==> config.mk <==
export PLATFORM = sky130hd
export DESIGN_NAME = bcd_serial_addsub
export DESIGN_NICKNAME = d
export VERILOG_FILES = /design/src/rtl/bcd_serial_addsub.sv
export SDC_FILE = /design/constraint.sdc
export NUM_CORES = 1
export LEC_CHECK = 0
export CORE_MARGIN = 1.5
export CORE_UTILIZATION = 35
export CTS_CLUSTER_DIAMETER = 30
export DETAILED_ROUTE_END_ITERATION = 8
export MAX_ROUTING_LAYER = met4
export SYNTH_ARGS = -nofsm -noshare
export SYNTH_HDL_FRONTEND = slang
export SYNTH_SLANG_ARGS = --single-unit
==> constraint.sdc <==
create_clock -name clk -period 3.43 [get_ports clk]
set_input_delay 0.686 -clock clk [delete_from_list [all_inputs] [get_ports clk]]
set_output_delay 0.686 -clock clk [all_outputs]
set_load 0.01 [all_outputs]
==> src/rtl/bcd_serial_addsub.sv <==
// Digit-serial signed BCD adder/subtractor: one digit per clock, sign-magnitude in and out,
// with a ten's-complement fix-up pass for negative differences.
module bcd_serial_addsub #(
  parameter int unsigned DIGITS = 4
) (
  input  logic                  clk,
  input  logic                  rst,
  input  logic                  start,
  input  logic                  sub,
  input  logic                  a_sign,
  input  logic [4*DIGITS-1:0]   a_bcd,
  input  logic                  b_sign,
  input  logic [4*DIGITS-1:0]   b_bcd,
  output logic                  busy,
  output logic                  done,
  output logic                  out_sign,
  output logic [4*DIGITS-1:0]   out_bcd,
  output logic                  overflow,
  output logic                  invalid
);
  localparam int unsigned IW = (DIGITS > 1) ? $clog2(DIGITS) : 1;
  localparam int unsigned W  = 4 * DIGITS;

  typedef enum logic [1:0] {IDLE, RUN, FIX, DONE} state_t;

  state_t          r_state, w_next;
  logic [W-1:0]    r_a, r_b, r_out_bcd, w_res;
  logic [IW-1:0]   r_idx;
  logic            r_c, r_a_sign, r_eb, r_sub_mode, r_bad;
  logic            r_out_sign, r_ovf, r_inv;
  logic            w_in_bad, w_accept, w_last, w_carry, w_res_zero, w_eb;
  logic [3:0]      w_a_dig, w_b_dig, w_r_dig, w_opa, w_opb, w_dig;
  logic [4:0]      w_sum;

  always_comb begin
    w_in_bad = 1'b0;
    for (int unsigned k = 0; k < DIGITS; k++) begin
      if (a_bcd[4*k +: 4] > 4'd9 || b_bcd[4*k +: 4] > 4'd9) w_in_bad = 1'b1;
    end
  end

  assign w_eb     = b_sign ^ sub;
  assign w_accept = start && (r_state == IDLE || r_state == DONE);
  assign w_last   = (r_idx == IW'(DIGITS - 1));

  // FIX reuses the digit adder with operand A forced to 0 and B taken from the raw result
  always_comb begin
    w_a_dig = r_a[r_idx*4 +: 4];
    w_b_dig = r_b[r_idx*4 +: 4];
    w_r_dig = r_out_bcd[r_idx*4 +: 4];
    if (r_state == FIX) begin
      w_opa = 4'd0;
      w_opb = 4'd9 - w_r_dig;
    end else begin
      w_opa = w_a_dig;
      w_opb = r_sub_mode ? (4'd9 - w_b_dig) : w_b_dig;
    end
    w_sum   = {1'b0, w_opa} + {1'b0, w_opb} + {4'b0, r_c};
    w_carry = (w_sum > 5'd9);
    w_dig   = w_carry ? (w_sum[3:0] - 4'd10) : w_sum[3:0];
    w_res   = r_out_bcd;
    w_res[r_idx*4 +: 4] = w_dig;
    w_res_zero = (w_res == '0);
  end

  always_ff @(posedge clk) begin
    if (rst) r_state <= IDLE;
    else     r_state <= w_next;
  end

  always_comb begin
    w_next = r_state;
    busy   = 1'b0;
    done   = 1'b0;
    case (r_state)
      IDLE: if (w_accept) w_next = RUN;
      RUN: begin
        busy = 1'b1;
        if (r_bad)       w_next = DONE;
        else if (w_last) w_next = (r_sub_mode && !w_carry) ? FIX : DONE;
      end
      FIX: begin
        busy = 1'b1;
        if (w_last) w_next = DONE;
      end
      DONE: begin
        done   = 1'b1;
        w_next = w_accept ? RUN : IDLE;
      end
      default: w_next = IDLE;
    endcase
  end

  // An invalid operand still spends one RUN cycle so that done appears one cycle after start
  always_ff @(posedge clk) begin
    if (rst) begin
      r_a <= '0; r_b <= '0; r_idx <= '0; r_c <= 1'b0;
      r_a_sign <= 1'b0; r_eb <= 1'b0; r_sub_mode <= 1'b0; r_bad <= 1'b0;
      r_out_bcd <= '0; r_out_sign <= 1'b0; r_ovf <= 1'b0; r_inv <= 1'b0;
    end else if (w_accept) begin
      r_a        <= a_bcd;
      r_b        <= b_bcd;
      r_a_sign   <= a_sign;
      r_eb       <= w_eb;
      r_sub_mode <= (a_sign != w_eb);
      r_c        <= (a_sign != w_eb);
      r_bad      <= w_in_bad;
      r_idx      <= '0;
      r_out_bcd  <= '0;
      r_out_sign <= 1'b0;
      r_ovf      <= 1'b0;
      r_inv      <= 1'b0;
    end else begin
      case (r_state)
        RUN: begin
          if (r_bad) begin
            r_inv <= 1'b1;
          end else begin
            r_out_bcd <= w_res;
            r_c       <= w_carry;
            r_idx     <= r_idx + 1'b1;
            if (w_last) begin
              r_idx <= '0;
              if (!r_sub_mode) begin
                r_ovf      <= w_carry;
                r_out_sign <= r_a_sign & ~w_res_zero;
              end else if (w_carry) begin
                r_out_sign <= r_a_sign & ~w_res_zero;
              end else begin
                r_out_sign <= r_eb;
                r_c        <= 1'b1;
              end
            end
          end
        end
        FIX: begin
          r_out_bcd <= w_res;
          r_c       <= w_carry;
          r_idx     <= w_last ? '0 : r_idx + 1'b1;
        end
        default: ;
      endcase
    end
  end

  assign out_bcd  = r_out_bcd;
  assign out_sign = r_out_sign;
  assign overflow = r_ovf;
  assign invalid  = r_inv;
endmodule

==> impl_metrics.json <==
{
  "status": "finished, final reports clean",
  "p_switching_mw": 1.465,
  "fin_skew_ns": 0.01234,
  "area_growth_pct": 34.51,
  "wl_mm": 8.762,
  "ys_types": 50,
  "io_buffers": 58,
  "period_minus_slack_ns": 3.368,
  "ys_seq_elements": 60,
  "synthTopCellsByCount": "nand2_1 (85), dfxtp_1 (60), a21oi_1 (50), nor2_1 (31), o21ai_0 (17)",
  "fp.dieH_um": 99.98,
  "setup_viol": 0,
  "post-dp-hpwl_mm": 6.636,
  "intPower_mw": 2.293,
  "start_kind": "flop",
  "drcViolationCount": 0,
  "ys_seq_area_frac": 0.3649,
  "p_leak_nw": 1.648,
  "cp.required_ns": 3.65,
  "r2r_slack_ns": 0.06,
  "die_x_um": 99.98,
  "synth_ff_type": "dfxtp_1",
  "period_share": 0.9819,
  "cpMaxStageDelayCell": "mux4_2",
  "multi_input_area_mm2": 0.002061,
  "dieArea_mm2": 0.009996,
  "swShare": 0.3898,
  "cts_root_buf": "clkbuf_8",
  "synth.largest_area_cell": "dfxtp_1",
  "wl_per_cell_um": 15.19,
  "clk_latency_ns": 0.34,
  "synthCells": 394,
  "crit_path_max_incr_delay_ns": 0.52,
  "dr.pass1.iters": 4,
  "n_antenna_cell": 0,
  "ant_nets": 0,
  "finalHoldViolCount": 0,
  "synthesis.area_mm2": 0.003292,
  "async_flop_share": 0,
  "start_util": 0.3580,
  "ir_drop_v": 0.0003421,
  "cp_cell_sequence": "mux4_2 -> xor2_1 -> o21ai_1 -> fa_2 -> inv_2 -> fa_2 -> xnor2_4 -> ha_4 -> a22o_4 -> o21a_4 -> o211ai_1 -> o2111a_1 -> o21ai_2",
  "routed_via_density": 5.354,
  "max-cap-violations": 0,
  "critPathArrivalTime_ns": 3.59,
  "ios": 59,
  "syn-num-nets": 450,
  "clkTransAtPathRegs_ns": 0.06,
  "cts_tree": "yes",
  "post-synth-top-count-cell": "nand2_1",
  "slew_viol_final": 0,
  "gp_congestion": 0.8618,
  "grt_pass1_vias": 2926,
  "r2r_end": "out_sign",
  "pwr-share-comb": 0.561,
  "dpl.cell_count": 561,
  "synth_top_area_frac": 0.3649,
  "grt_max_degree": 41,
  "seqPwrFrac": 0.248,
  "fillerInstances": 897,
  "p_clk_frac": 0.191,
  "seqCellArea_mm2": 0.001209,
  "hp-class": "reg -> reg",
  "drtIter0Drc": 183,
  "grt_pass1_wl_mm": 14.21,
  "timing.hold.ws_ns": 0.4507,
  "coreArea_mm2": 0.009196,
  "yosys_warnings": 0,
  "yosys-top-cells-area": "dfxtp_1 (36%), nand2_1 (9.7%), mux4_2 (8.2%)",
  "num_rows": 35,
  "grt_antenna_before_repair": 0,
  "max_slew_margin": 0.4951,
  "cts_max_level": 3,
  "crit_fanout": 6,
  "max_freq_mhz": 296.9,
  "cts_hold_buffers": 0,
  "synth-edff-count": 0,
  "num_vias": 3089,
  "syn_area_per_cell_um2": 8.355,
  "dpl_worst_slack_ns": -0.05766,
  "final.setup.worst_slack_ns": 0.06200,
  "clkSinkCount": 60,
  "setup.worst_path.class": "reg -> reg",
  "grt_overflow": 0,
  "r2r_start": "r_idx[0]",
  "fin_cells": 577,
  "min_to": "r_b[0]",
  "fin_nets": 518,
  "power_density_mw_per_mm2": 848.8,
  "r2r_cells": 13,
  "cp-end-kind": "flop",
  "cts_buffers": 9,
  "whs_path_depth": 2,
  "track_usage": 0.1845,
  "crit_top_cell": "fa_2",
  "clockBufferDepth": 2,
  "min_from": "r_b[0]",
  "tightest_slew_ns": 0.7573,
  "rsz0062_at_grt": "true",
  "final_layout_size_suffix_gt1_frac": 0.1524
}
==> worst max-delay path, delay by kind of cell (launching register included) <==
kind,cells,cell delay (ns)
flip-flops,1,0.39
AO/OA/AOI/OAI,6,1.14
multiplexers,1,0.52
XOR/XNOR,2,0.34
adder cells (fa/ha/maj),3,0.81
buffers and inverters,1,0.04
==> what timing repair did <==
action                                 4_1_cts  5_1_grt
setup endpoints to repair                    5       13
buffers inserted                             1        0
resized for setup                            3       18
pin swaps                                    1       10
endpoints found under the hold margin        0        0
==> worst max path at each step <==
stage / from / to / slack, ns / cells after the start
floorplan: r_idx[0] / out_sign / 0.01 / 15
global placement: r_idx[0] / out_sign / 0.05 / 14
detailed placement: r_idx[0] / out_sign / -0.06 / 14
CTS: r_idx[0] / out_sign / 0.02 / 14
global route: r_idx[0] / out_sign / -0.11 / 13
finish: r_idx[0] / out_sign / 0.06 / 13
==> cells by family after synthesis <==
logic type,share of synthesized area
muxes,0.09426
xor gates and xnor gates,0.02091
and+or+nand+nor,0.1995
buffers and inverters,0.03953
AOI/OAI and AO/OA,0.2079
adders and majority gates,0.07298
DFF,0.3649
==> metrics by stage <==
step | total power, mW | TNS [ns] | instance area [um^2] | utilization
final | 3.759 | 0 | 4428 | 0.4815
after global routing | 4.025 | -0.5527 | 4428 | 0.4815
after CTS | 3.542 | 0 | 4349 | 0.4729
after detailed placement | 2.772 | -0.06377 | 4103 | 0.4461
after global placement | 2.749 | 0 | 4103 | 0.4461
after floorplan | 2.279 | 0 | 3323 | -
==> metal layers <==
layer,part of all wire,routed length (um),track usage,up-vias
met5,0,0,-,-
met2,0.48,4162,0.2930,101
li1,-,-,-,1526
met3,0.056,492,0.03412,13
met1,0.45,3966,0.2349,1449
met4,0.016,140,0.06826,0
==> final cells by class <==
cell class	instances	area share
multi-input cells	300	0.4654
flip-flops and latches	60	0.2730
repair buffers	78	0.1687
clock buffers	11	0.03419
well taps	111	0.03136
clock inverters	4	0.01639
inverters	13	0.01102
==> power by group through the flow <==
stage	clock network, mW	logic [mW]	registers (mW)
floorplan	0	1.36	0.920
global placement	0	1.80	0.947
detailed placement	0	1.82	0.950
CTS	0.733	1.88	0.933
global route	0.762	2.31	0.950
finish	0.718	2.11	0.933
==> layout by cell type (no fill, tap or decap), types with 3 or more instances in the layout <==
| cell | synthesis | final |
|---|---|---|
| nor2_1 | 31 | 31 |
| xor2_1 | 3 | 3 |
| o21ai_0 | 17 | 15 |
| nor2b_1 | 5 | 4 |
| inv_1 | 13 | 10 |
| nand2_1 | 85 | 85 |
| a21oi_1 | 50 | 49 |
| mux2i_1 | 4 | 3 |
| nand3b_1 | 5 | 5 |
| a22o_1 | 7 | 6 |
| buf_4 | 0 | 18 |
| mux4_2 | 12 | 12 |
| ha_1 | 16 | 13 |
| clkbuf_8 | 0 | 11 |
| nor4_1 | 5 | 5 |
| inv_2 | 0 | 3 |
| a22oi_1 | 7 | 7 |
| nor3_1 | 3 | 3 |
| clkdlybuf4s50_1 | 0 | 58 |
| a211oi_1 | 4 | 4 |
| nand2b_1 | 7 | 7 |
| o21ai_1 | 2 | 3 |
| dfxtp_1 | 60 | 58 |
==> registers in the layout, indices dropped and copies added, names as in the netlist <==
signal	flops
invalid	1
r_state	2
r_c	1
r_eb	1
r_a	16
r_b	16
overflow	1
r_bad	1
r_sub_mode	1
out_bcd	16
r_a_sign	1
r_idx	2
out_sign	1
Power figures use the tool's default switching activity.
